<file path="src/rtl/mem_1rw_arbiter.sv">
`default_nettype none
// ============================================================================
// Module  : mem_1rw_arbiter
// Purpose : Two-requester arbiter in front of a single-port (1RW) memory.
//           Round-robin between p0 and p1, with an optional grant lock.
//           Read data comes back on the requester's rdata/rvalid one cycle
//           after its read is accepted.
// Config  : MEM_1RW_ARBITER_LOCK_EN - when defined, pn_lock_i keeps the
//           grant on port n until it issues a request with lock low.
//           When undefined, pn_lock_i is ignored.
// Ports   : clk_i, reset_i (async, active-high)
//           pn_v_i/w_i/lock_i/addr_i/data_i  : requests, n in {0,1}
//           pn_ready_o                        : request accepted this cycle
//           pn_rvalid_o/rdata_o               : read response
//           mem_v_o/w_o/addr_o/data_o         : memory command
//           mem_data_i                        : memory read data (1 cycle)
// Rev     : 1.0 - initial release
// ============================================================================
module mem_1rw_arbiter #(
   parameter int WIDTH_P = 4,
   parameter int ADDR_P  = 4
) (
   input  logic               clk_i,
   input  logic               reset_i,
   input  logic               p0_v_i,
   input  logic               p0_w_i,
   input  logic               p0_lock_i,
   input  logic [ADDR_P-1:0]  p0_addr_i,
   input  logic [WIDTH_P-1:0] p0_data_i,
   output logic               p0_ready_o,
   output logic               p0_rvalid_o,
   output logic [WIDTH_P-1:0] p0_rdata_o,
   input  logic               p1_v_i,
   input  logic               p1_w_i,
   input  logic               p1_lock_i,
   input  logic [ADDR_P-1:0]  p1_addr_i,
   input  logic [WIDTH_P-1:0] p1_data_i,
   output logic               p1_ready_o,
   output logic               p1_rvalid_o,
   output logic [WIDTH_P-1:0] p1_rdata_o,
   output logic               mem_v_o,
   output logic               mem_w_o,
   output logic [ADDR_P-1:0]  mem_addr_o,
   output logic [WIDTH_P-1:0] mem_data_o,
   input  logic [WIDTH_P-1:0] mem_data_i
);

   // last_q: most recently granted port (1 = p1). Reset to 1 so p0 wins
   // the first contention.
   logic       last_q, last_d;
   logic [1:0] rvalid_q, rvalid_d;
   logic       rr0, rr1;
   logic       grant0, grant1;

`ifdef MEM_1RW_ARBITER_LOCK_EN
   typedef enum logic [1:0] {
      UNLOCKED = 2'd0,
      LOCK0    = 2'd1,
      LOCK1    = 2'd2
   } lock_state_e;

   lock_state_e lock_q, lock_d;
`else
   logic unused_lock;
   assign unused_lock = p0_lock_i ^ p1_lock_i;
`endif

   // Round-robin choice: under contention the port that did not win last.
   always_comb begin
      rr0 = p0_v_i;
      rr1 = p1_v_i;
      if (p0_v_i && p1_v_i) begin
         rr0 = last_q;
         rr1 = ~last_q;
      end
   end

   always_comb begin
      grant0 = 1'b0;
      grant1 = 1'b0;
      if (!reset_i) begin
`ifdef MEM_1RW_ARBITER_LOCK_EN
         // A locked owner excludes the other port even while it is idle.
         case (lock_q)
            LOCK0:   grant0 = p0_v_i;
            LOCK1:   grant1 = p1_v_i;
            default: begin
               grant0 = rr0;
               grant1 = rr1;
            end
         endcase
`else
         grant0 = rr0;
         grant1 = rr1;
`endif
      end
   end

   always_comb begin
      last_d   = last_q;
      rvalid_d = {grant1 & ~p1_w_i, grant0 & ~p0_w_i};
      if (grant0) begin
         last_d = 1'b0;
      end else if (grant1) begin
         last_d = 1'b1;
      end
`ifdef MEM_1RW_ARBITER_LOCK_EN
      lock_d = lock_q;
      if (grant0) begin
         lock_d = p0_lock_i ? LOCK0 : UNLOCKED;
      end else if (grant1) begin
         lock_d = p1_lock_i ? LOCK1 : UNLOCKED;
      end
`endif
   end

   always_ff @(posedge clk_i or posedge reset_i) begin
      if (reset_i) begin
         last_q   <= 1'b1;
         rvalid_q <= 2'b00;
`ifdef MEM_1RW_ARBITER_LOCK_EN
         lock_q   <= UNLOCKED;
`endif
      end else begin
         last_q   <= last_d;
         rvalid_q <= rvalid_d;
`ifdef MEM_1RW_ARBITER_LOCK_EN
         lock_q   <= lock_d;
`endif
      end
   end

   assign p0_ready_o = grant0;
   assign p1_ready_o = grant1;

   // Memory command is a plain mux of the granted port; zero when idle.
   always_comb begin
      mem_v_o    = grant0 | grant1;
      mem_w_o    = 1'b0;
      mem_addr_o = '0;
      mem_data_o = '0;
      if (grant0) begin
         mem_w_o    = p0_w_i;
         mem_addr_o = p0_addr_i;
         mem_data_o = p0_data_i;
      end else if (grant1) begin
         mem_w_o    = p1_w_i;
         mem_addr_o = p1_addr_i;
         mem_data_o = p1_data_i;
      end
   end

   assign p0_rvalid_o = rvalid_q[0];
   assign p1_rvalid_o = rvalid_q[1];
   assign p0_rdata_o  = rvalid_q[0] ? mem_data_i : '0;
   assign p1_rdata_o  = rvalid_q[1] ? mem_data_i : '0;

endmodule
`default_nettype wire

</file>
<file path="config.mk">
export PLATFORM = sky130hd
export DESIGN_NAME = mem_1rw_arbiter
export DESIGN_NICKNAME = d
export VERILOG_FILES = /design/src/rtl/mem_1rw_arbiter.sv
export SDC_FILE = /design/constraint.sdc
export NUM_CORES = 1
export LEC_CHECK = 0
export BUFFER_PORTS_ARGS = -buffer_cell sky130_fd_sc_hd__buf_2
export CORE_MARGIN = 4
export CORE_UTILIZATION = 32
export CTS_BUF_LIST = sky130_fd_sc_hd__clkbuf_2 sky130_fd_sc_hd__clkbuf_4 sky130_fd_sc_hd__clkbuf_8
export DETAILED_ROUTE_END_ITERATION = 16
export PLACE_DENSITY = 0.85
export SYNTH_ARGS = -nofsm -noshare
export SYNTH_HDL_FRONTEND = slang
export SYNTH_SLANG_ARGS = --single-unit
</file>
<file path="constraint.sdc">
create_clock -name clk_i -period 1.2 [get_ports clk_i]
set_clock_uncertainty 0.15 [all_clocks]
set_input_delay 0.12 -clock clk_i [delete_from_list [all_inputs] [get_ports clk_i]]
set_output_delay 0.12 -clock clk_i [all_outputs]
set_load 0.01 [all_outputs]
</file>
* Word-level counts from Yosys, hierarchy flattened
Cells that the tools add are included.
W data, S select, Z words.
** Storage, ports and cells
- Register bits after elaboration :: 3
- Latch bits :: 0
- Memory bits (writable) :: 0
- Memory bits (read-only) :: 0
- Input port bits :: 28
- Output and inout bits :: 22
- Memories :: 0
** Cells by class
- Add/sub/neg operators :: 0
- Multiply operators :: 0
- Div/mod/pow operators :: 0
- $lt $le $gt $ge :: 0
- Equality and inequality tests :: 0
- Shift operators :: 0
- Multiplexer cells :: 14
- Bitwise logic cells :: 6
- Reductions and logical operators :: 2
** Operators with widths (number)
- $mux W4 :: 6
- $mux W1 :: 8
- $not A1 Y1 :: 3
- $and A1 B1 Y1 :: 2
- $reduce_bool A2 Y1 :: 1
- $logic_and A1 B1 Y1 :: 1
- $or A1 B1 Y1 :: 1

* Logic depth before layout (Yosys ltp)
Gate-level depths: netlist of run 1.
- Depth after elaboration :: 5
- Gate-level depth with buffers :: 3
- Mapped depth without buffers :: 2

* Worst setup path after synthesis of run 1
No wires, ideal clock.
- Path kind :: register to output
- Start point :: register last_q
- End point :: output mem_addr_o[0]
- Data arrival time :: 1.056 ns
- Path slack :: -0.126 ns
- Stages on the path, launching flop included :: 4
- Cell sequence :: dfstp_2 > nor2b_2 > buf_6 > o32ai_2
** Between the ends
- Longest elaborated chain between the ends :: 5
- Elaborated cells between the ends (all ways) :: 7
- Those cells by class :: mux (6); bitwise (1)
** RTL lines
- start: declaration :: line 50 : logic last_q, last_d;
- start signal: assignment :: line 125 : last_q <= last_d;
- $not A1 Y1 :: line 74 : rr1 = ~last_q;
- $mux W1 :: line 72 : if (p0_v_i && p1_v_i) begin
- $mux W1 :: line 81 : if (!reset_i) begin
- $mux W4 :: line 146 : end else if (grant1) begin
- $mux W4 (*) :: line 142 : if (grant0) begin
- end: declaration :: line 43 : output logic [ADDR_P-1:0] mem_addr_o,
Every way passes the cells marked *; elsewhere a longest branch is shown, timed or not.

* Worst setup path after layout of run 1
- Start point :: register last_q
- End point :: output mem_data_o[3]
** Between the ends
- Longest elaborated chain between the ends :: 5
- Elaborated cells between the ends (all ways) :: 7
- Those cells by class :: mux (6); bitwise (1)
** RTL lines
- $not A1 Y1 :: line 74
- $mux W1 :: line 72
- $mux W1 :: line 81
- $mux W4 :: line 146
- $mux W4 (*) :: line 142
- end: declaration :: line 44 : output logic [WIDTH_P-1:0] mem_data_o,
Marked as above.

==> results of run 1 <==
==> logic make-up (layout without fill, tap and decap cells) <==
logic type / after synthesis / in the layout / share of synthesized area (%)
DFF: 3 / 3 / 15.4
and+or+nand+nor: 34 / 34 / 42.0
buffers and inverters: 6 / 66 / 6.83
AOI/OAI and AO/OA: 13 / 13 / 35.7
==> stage by stage <==
stage | TNS (ns) | hold WS, ns
6_report | -4.73 | 0.0935
5_1_grt | -5.48 | 0.106
4_1_cts | -4.66 | 0.0894
3_5_place_dp | -5.31 | -0.0143
3_3_place_gp | -4.91 | -0.0191
2_1_floorplan | -0.666 | -0.108
==> sequential cells by signal, indices dropped and copies added (netlist names) <==
signal / flops
last_q: 1
rvalid_q: 2
==> layer usage <==
layer  track usage [%]  vias up
met5                 0        -
met4              4.97        0
met3              2.30        6
met2              34.2       18
met1              18.1      280
li1                  -      321
==> worst paths after layout <==
kind                       startpoint            end  slack [ns]
min                            p0_v_i    rvalid_q[1]        0.09
max                            last_q  mem_data_o[3]       -0.48
max in group asynchronous     reset_i         last_q        0.36
max reg2reg                    last_q         last_q       -0.01
min in group asynchronous     reset_i    rvalid_q[0]        0.31
min reg2reg                    last_q         last_q        0.64
==> cell type report <==
class | count | area, um^2
clock buffers | 4 | 30.0
repair buffers | 60 | 389
fillers | 93 | 354
well taps | 15 | 18.8
multi-input cells | 47 | 507
flip-flops and latches | 3 | 76.3
inverters | 2 | 7.51
==> cell usage in the layout (no fill, tap or decap), drive strengths merged <==
cell	instances
dlygate4sd3	3
a21bo	1
nand2b	20
nor3b	1
o32ai	9
and2	8
buf	57
dfstp	1
inv	2
a211oi	1
nor2	3
a21oi	1
a21o	1
nor2b	1
clkbuf	4
nor3	1
dfrtp	2
==> what timing repair did <==
item                       in CTS  in global routing
setup endpoints to repair      12                 20
resized for setup               3                  9
hold buffers                    3                  0
pin swaps                       1                  4
cloned                          0                  0
hold endpoints to repair        5                  0
buffers inserted                3                  3
==> worst max-delay path, cell delays in order (launching register included) <==
cell and delay [ns]:
sky130_fd_sc_hd__dfstp_2 0.56, sky130_fd_sc_hd__buf_6 0.11, sky130_fd_sc_hd__a21bo_4 0.13, sky130_fd_sc_hd__buf_12 0.15
sky130_fd_sc_hd__o32ai_4 0.08, sky130_fd_sc_hd__buf_2 0.16
==> power breakdown <==
part           leakage (uW)  switching (uW)  internal (uW)
Clock             0.0000184            47.7            147
Combinational      0.000436             207            237
Sequential        0.0000377            11.9            116
==> results.txt, run 1 <==
----------------------------------------------------
[Clocking]
  Sinks on Clock Net ... 3
  H-tree Lvls ... 1
  Number of buffers created by CTS ... 3
  Number of buffers between clock root and the deepest sink ... 2
  TritonCTS clock tree ... done
  Clock Pin Slew Worst Setup and Hold Paths ... 0.04 ns
  Clock latency on the worst-skew pair ... 0.22 ns
  Cell chosen for the clock root ... sky130_fd_sc_hd__clkbuf_4

[Logic synthesis]
  Top cells by area in the synthesized netlist ... sky130_fd_sc_hd__o32ai_2 30%, sky130_fd_sc_hd__nand2b_1 25%, sky130_fd_sc_hd__and2_1 10%, sky130_fd_sc_hd__dfrtp_1 10%, sky130_fd_sc_hd__dfstp_2 5.3%
  YS warnings ... 0
  Cell accounting for the most synthesized area ... sky130_fd_sc_hd__o32ai_2
  Nets in the synthesized netlist ... 84
  Post-synthesis sequential area ratio ... 15.4%
  EDFF count, synth ... 0
  Most numerous cell in the Yosys netlist ... sky130_fd_sc_hd__nand2b_1
  Commonest cells in the netlist ... 20 x sky130_fd_sc_hd__nand2b_1, 9 x sky130_fd_sc_hd__o32ai_2, 8 x sky130_fd_sc_hd__and2_1, 3 x sky130_fd_sc_hd__nor2_1
  Gate count of the mapped netlist ... 56
  Yosys top cell area share ... 29.6%
  Fraction of registers with async set/reset ... 100%
  Synthesized flop and latch total ... 3
  Predominant post-synthesis flop cell ... sky130_fd_sc_hd__dfrtp_1
  Mapped Area ... 494 um^2
  Synth unique cells ... 18
  Mapped Avg Cell Area ... 8.83 um^2

[STA]
  Period utilization ... 140%
  FMAX ... 595 MHz
  Relative slew slack ... 72.9%
  Shortest period the worst path allows ... 1.68 ns
  Tightest Pin Transition ... 0.405 ns
  Hold violation count in the final report ... 0
  Final number of setup-violating endpoints ... 12
  RSZ-0062 raised after global routing ... true
  Final max-slew violation count ... 0
  Final setup margin ... -0.481 ns

[Detailed routing]
  Number of nets still failing antenna checks after routing ... 0
  Total length of routed met3 wires ... 83 um
  Max Used Layer ... met4
  Routed wire per std cell ... 14.5 um
  Count of TritonRoute iterations in the first routing pass ... 4
  Number of DRC violations after detailed routing ... 0
  Met1 routed wirelength after detailed routing ... 702 um
  Drt total wl ... 1.90 mm
  Routed vias/inst ... 4.77
  Met2 routed WL ... 1.05 mm
  Number of DRC markers in iteration 0 ... 3
  Number of vias in the routed layout ... 625

[Layout]
  Share of the core filled with cells ... 74.4%
  Area growth, synth to finish ... 108%
  Final #Nets ... 145
  Post-route cell area ... 1030 um^2
  Fraction of final layout cells sized beyond drive strength 1 ... 66.4%
  Antenna fix cells ... 0
  Final instance count without filler cells ... 131

[Floorplanning]
  Placement row count ... 13
  Die area ... 2240 um^2
  Initial Util ... 35.7%
  Area of the core region ... 1380 um^2
  Die Y ... 47.3 um
  Floorplan die width ... 47.3 um
  Count of pins on the block boundary ... 50

[Worst setup path]
  Required time worst endpoint ... 0.93 ns
  Worst r2r path cells ... 4
  Kind of end point of the critical path ... output port
  Worst setup SP type ... register
  Arrival time of the worst setup path ... 1.41 ns
  Crit path max fanout ... 8
  Type of the worst setup path ... reg2out

[Hold path]
  Type of the most critical hold path ... in2reg
  Hold depth ... 3

[Global routing]
  Overall overflow remaining after global route ... 0
  Vias in the first global route ... 660
  Global routing usage summed across all routing layers ... 17.2%
  Wire length of the first global-routing pass ... 2.75 mm
  Pin count of the biggest net entering global routing ... 24
  Number of antenna violations at the first check in global routing ... 0

[Placement]
  Number of placed cells counting well taps ... 120
  Port buffer count ... 47
  HPWL after detailed placement ... 1.29 mm
  Place WS ... -0.586 ns
  Placed inst area ... 870 um^2
  Final GP Congestion ... 0.767

[Power]
  Power per cell area ... 746 nW/um^2
  Maximum vdd drop ... 0.000828 V
  Leak Pwr ... 0.000492 uW
  Post-layout power ... 767 uW

[Outcome]
  Status ... finished with violations
  Failing checks ... setup timing

[Job]
  Number of max-cap violations ... 0

----------------------------------------------------
(Power assumes the default switching activity.)
==> inputs of run 2 (changes only) <==
BUFFER_PORTS_ARGS = -buffer_cell sky130_fd_sc_hd__clkbuf_2   (was -buffer_cell sky130_fd_sc_hd__buf_2)
SKIP_CTS_REPAIR_TIMING = 1   (was default)
==> results.txt, run 2 (synthesized netlist as in run 1, its figures left out) <==
----------------------------------------------------
[Worst setup path]
  Cell type group with the largest total delay on the critical path ... flip-flops (unchanged)
  Worst path bufs/invs ... 3 (unchanged)
  Required time worst endpoint ... 0.93 ns (about the same)
  Worst setup SP type ... register (unchanged)
  Arrival time of the worst setup path ... 1.45 ns (was 1.41 ns)
  Type of the worst setup path ... reg2out (unchanged)
  CP peak stage delay ... 0.57 ns (was 0.56 ns)
  Crit path max fanout ... 8 (unchanged)
  Worst path slowest cell ... sky130_fd_sc_hd__dfstp_2 (unchanged)
  Kind of end point of the critical path ... output port (unchanged)
  Ordered cell list for the critical path ... buf_6 > a21bo_4 > buf_12 > o32ai_4 > buf_2 (unchanged)

[Layout]
  Commonest non-fill, non-tap cells in the layout ... 43 x sky130_fd_sc_hd__clkbuf_2, 20 x sky130_fd_sc_hd__nand2b_1, 8 x sky130_fd_sc_hd__o32ai_4, 8 x sky130_fd_sc_hd__buf_4, 7 x sky130_fd_sc_hd__and2_1 (was 45 x sky130_fd_sc_hd__buf_2, 20 x sky130_fd_sc_hd__nand2b_1, 8 x sky130_fd_sc_hd__o32ai_4)
  Biggest regs ... rvalid_q: 2 flops, last_q: 1 flops (unchanged)
  Area growth, synth to finish ... 104% (was 108%)
  Largest register by flop count ... rvalid_q (unchanged)
  Post-route cell area ... 1010 um^2 (was 1030 um^2)
  Flip-flop count of the largest register after layout ... 2 (unchanged)
  Antenna fix cells ... 0 (unchanged)
  Most common cell after layout, fill and taps aside ... sky130_fd_sc_hd__clkbuf_2 (was sky130_fd_sc_hd__buf_2)
  Fraction of final layout cells sized beyond drive strength 1 ... 65.8% (was 66.4%)
  Final #Nets ... 146 (was 145)

[Power]
  Power per cell area ... 772 nW/um^2 (was 746 nW/um^2)
  Leak Pwr ... 0.000483 uW (was 0.000492 uW)
  Maximum vdd drop ... 0.000529 V (was 0.000828 V)
  Post-layout power ... 777 uW (was 767 uW)

[Clocking]
  Clock Pin Slew Worst Setup and Hold Paths ... 0.05 ns (was 0.04 ns)
  Number of buffers between clock root and the deepest sink ... 2 (unchanged)
  Sinks on Clock Net ... 3 (unchanged)
  Cell chosen for the clock root ... sky130_fd_sc_hd__clkbuf_4 (unchanged)
  H-tree Lvls ... 1 (unchanged)
  Clock latency on the worst-skew pair ... 0.24 ns (was 0.22 ns)
  TritonCTS clock tree ... done (unchanged)
  Number of buffers created by CTS ... 3 (unchanged)

[Detailed routing]
  Drt total wl ... 1.83 mm (was 1.90 mm)
  Number of vias in the routed layout ... 633 (was 625)
  Routed wire per std cell ... 13.8 um (was 14.5 um)
  Routed vias/inst ... 4.80 (was 4.77)
  Number of nets still failing antenna checks after routing ... 0 (unchanged)
  Number of DRC violations after detailed routing ... 0 (unchanged)
  Number of DRC markers in iteration 0 ... 9 (was 3)
  Count of TritonRoute iterations in the first routing pass ... 4 (unchanged)

[STA]
  Tightest Pin Transition ... 0.392 ns (was 0.405 ns)
  Final setup margin ... -0.515 ns (was -0.481 ns)
  Shortest period the worst path allows ... 1.72 ns (was 1.68 ns)
  FMAX ... 583 MHz (was 595 MHz)
  Final number of setup-violating endpoints ... 12 (unchanged)
  RSZ-0062 raised after global routing ... true (unchanged)
  Hold violation count in the final report ... 0 (unchanged)
  Period utilization ... 143% (was 140%)
  Final max-slew violation count ... 0 (unchanged)
  Relative slew slack ... 73.8% (was 72.9%)

[Global routing]
  Pin count of the biggest net entering global routing ... 20 (was 24)
  Number of antenna violations at the first check in global routing ... 0 (unchanged)
  Vias in the first global route ... 621 (was 660)
  Wire length of the first global-routing pass ... 2.55 mm (was 2.75 mm)
  Global routing usage summed across all routing layers ... 16.2% (was 17.2%)
  Overall overflow remaining after global route ... 0 (unchanged)

[Placement]
  Placed inst area ... 877 um^2 (was 870 um^2)
  Port buffer count ... 47 (unchanged)
  Final GP Congestion ... 0.777 (was 0.767)
  HPWL after detailed placement ... 1.38 mm (was 1.29 mm)

[Floorplanning]
  Count of pins on the block boundary ... 50 (unchanged)
  Initial Util ... 35.7% (unchanged)
  Placement row count ... 13 (unchanged)
  Die Y ... 47.3 um (unchanged)
  Die area ... 2240 um^2 (unchanged)
  Area of the core region ... 1380 um^2 (unchanged)
  Floorplan die width ... 47.3 um (unchanged)

[Outcome]
  Failing checks ... setup timing (unchanged)
  Status ... finished with violations (unchanged)

[Hold path]
  Type of the most critical hold path ... in2reg (unchanged)

[Job]
  Number of max-cap violations ... 0 (unchanged)

----------------------------------------------------
## run 2: cell count changes in the layout (fill, tap and decap cells not counted), moves of 3 or more
cell,previous run,this run
sky130_fd_sc_hd__buf_4,5,8
sky130_fd_sc_hd__buf_6,5,2
sky130_fd_sc_hd__clkbuf_2,0,43
sky130_fd_sc_hd__buf_2,45,3
## run 2: worst min-delay path, stage by stage
cell,delay [ns]
sky130_fd_sc_hd__clkbuf_2,0.13
sky130_fd_sc_hd__buf_4,0.14
sky130_fd_sc_hd__a211oi_1,0.07
## run 2: worst paths after layout
check                        start             to  slack [ns]  depth (start not counted)
max                         last_q  mem_addr_o[3]       -0.52                          5
max in group asynchronous  reset_i         last_q        0.23                          4
max reg2reg                 last_q         last_q           0                          4
min reg2reg                 last_q    rvalid_q[0]        0.62                          3
min                         p0_v_i    rvalid_q[1]        0.11                          3
min in group asynchronous  reset_i    rvalid_q[1]        0.45                          4
## run 2: metrics by stage
step	setup WS (ns)	hold WS, ns	cells	utilization, %	TNS [ns]
floorplan	-0.0767	-0.108	56	-	-0.666
global placement	-0.538	0.140	121	63.4	-4.83
detailed placement	-0.593	0.153	121	63.4	-5.46
CTS	-0.855	-0.102	125	65.6	-8.26
global route	-0.574	0.113	132	72.9	-6.03
finish	-0.515	0.112	132	72.9	-5.09
## run 2: layout make-up
class | count | area [um^2]
fillers | 91 | 375
well taps | 15 | 18.8
inverters | 2 | 7.51
repair buffers | 61 | 383
multi-input cells | 47 | 492
flip-flops and latches | 3 | 76.3
clock buffers | 4 | 30.0
## run 2: routing by layer
layer / track usage [%] / vias to the layer above / wire, um
met2: 28.9 / 20 / 1030
met1: 17.4 / 290 / 709
met4: 9.94 / 0 / 10
met5: 0 / - / 0
li1: - / 321 / -
met3: 2.68 / 2 / 75
## run 2: power by group
part / internal, uW / leakage, uW / switching, uW
Combinational: 232 / 0.000427 / 203
Sequential: 116 / 0.0000377 / 12.5
Clock: 148 / 0.0000184 / 65.8
Total: 496 / 0.000483 / 281
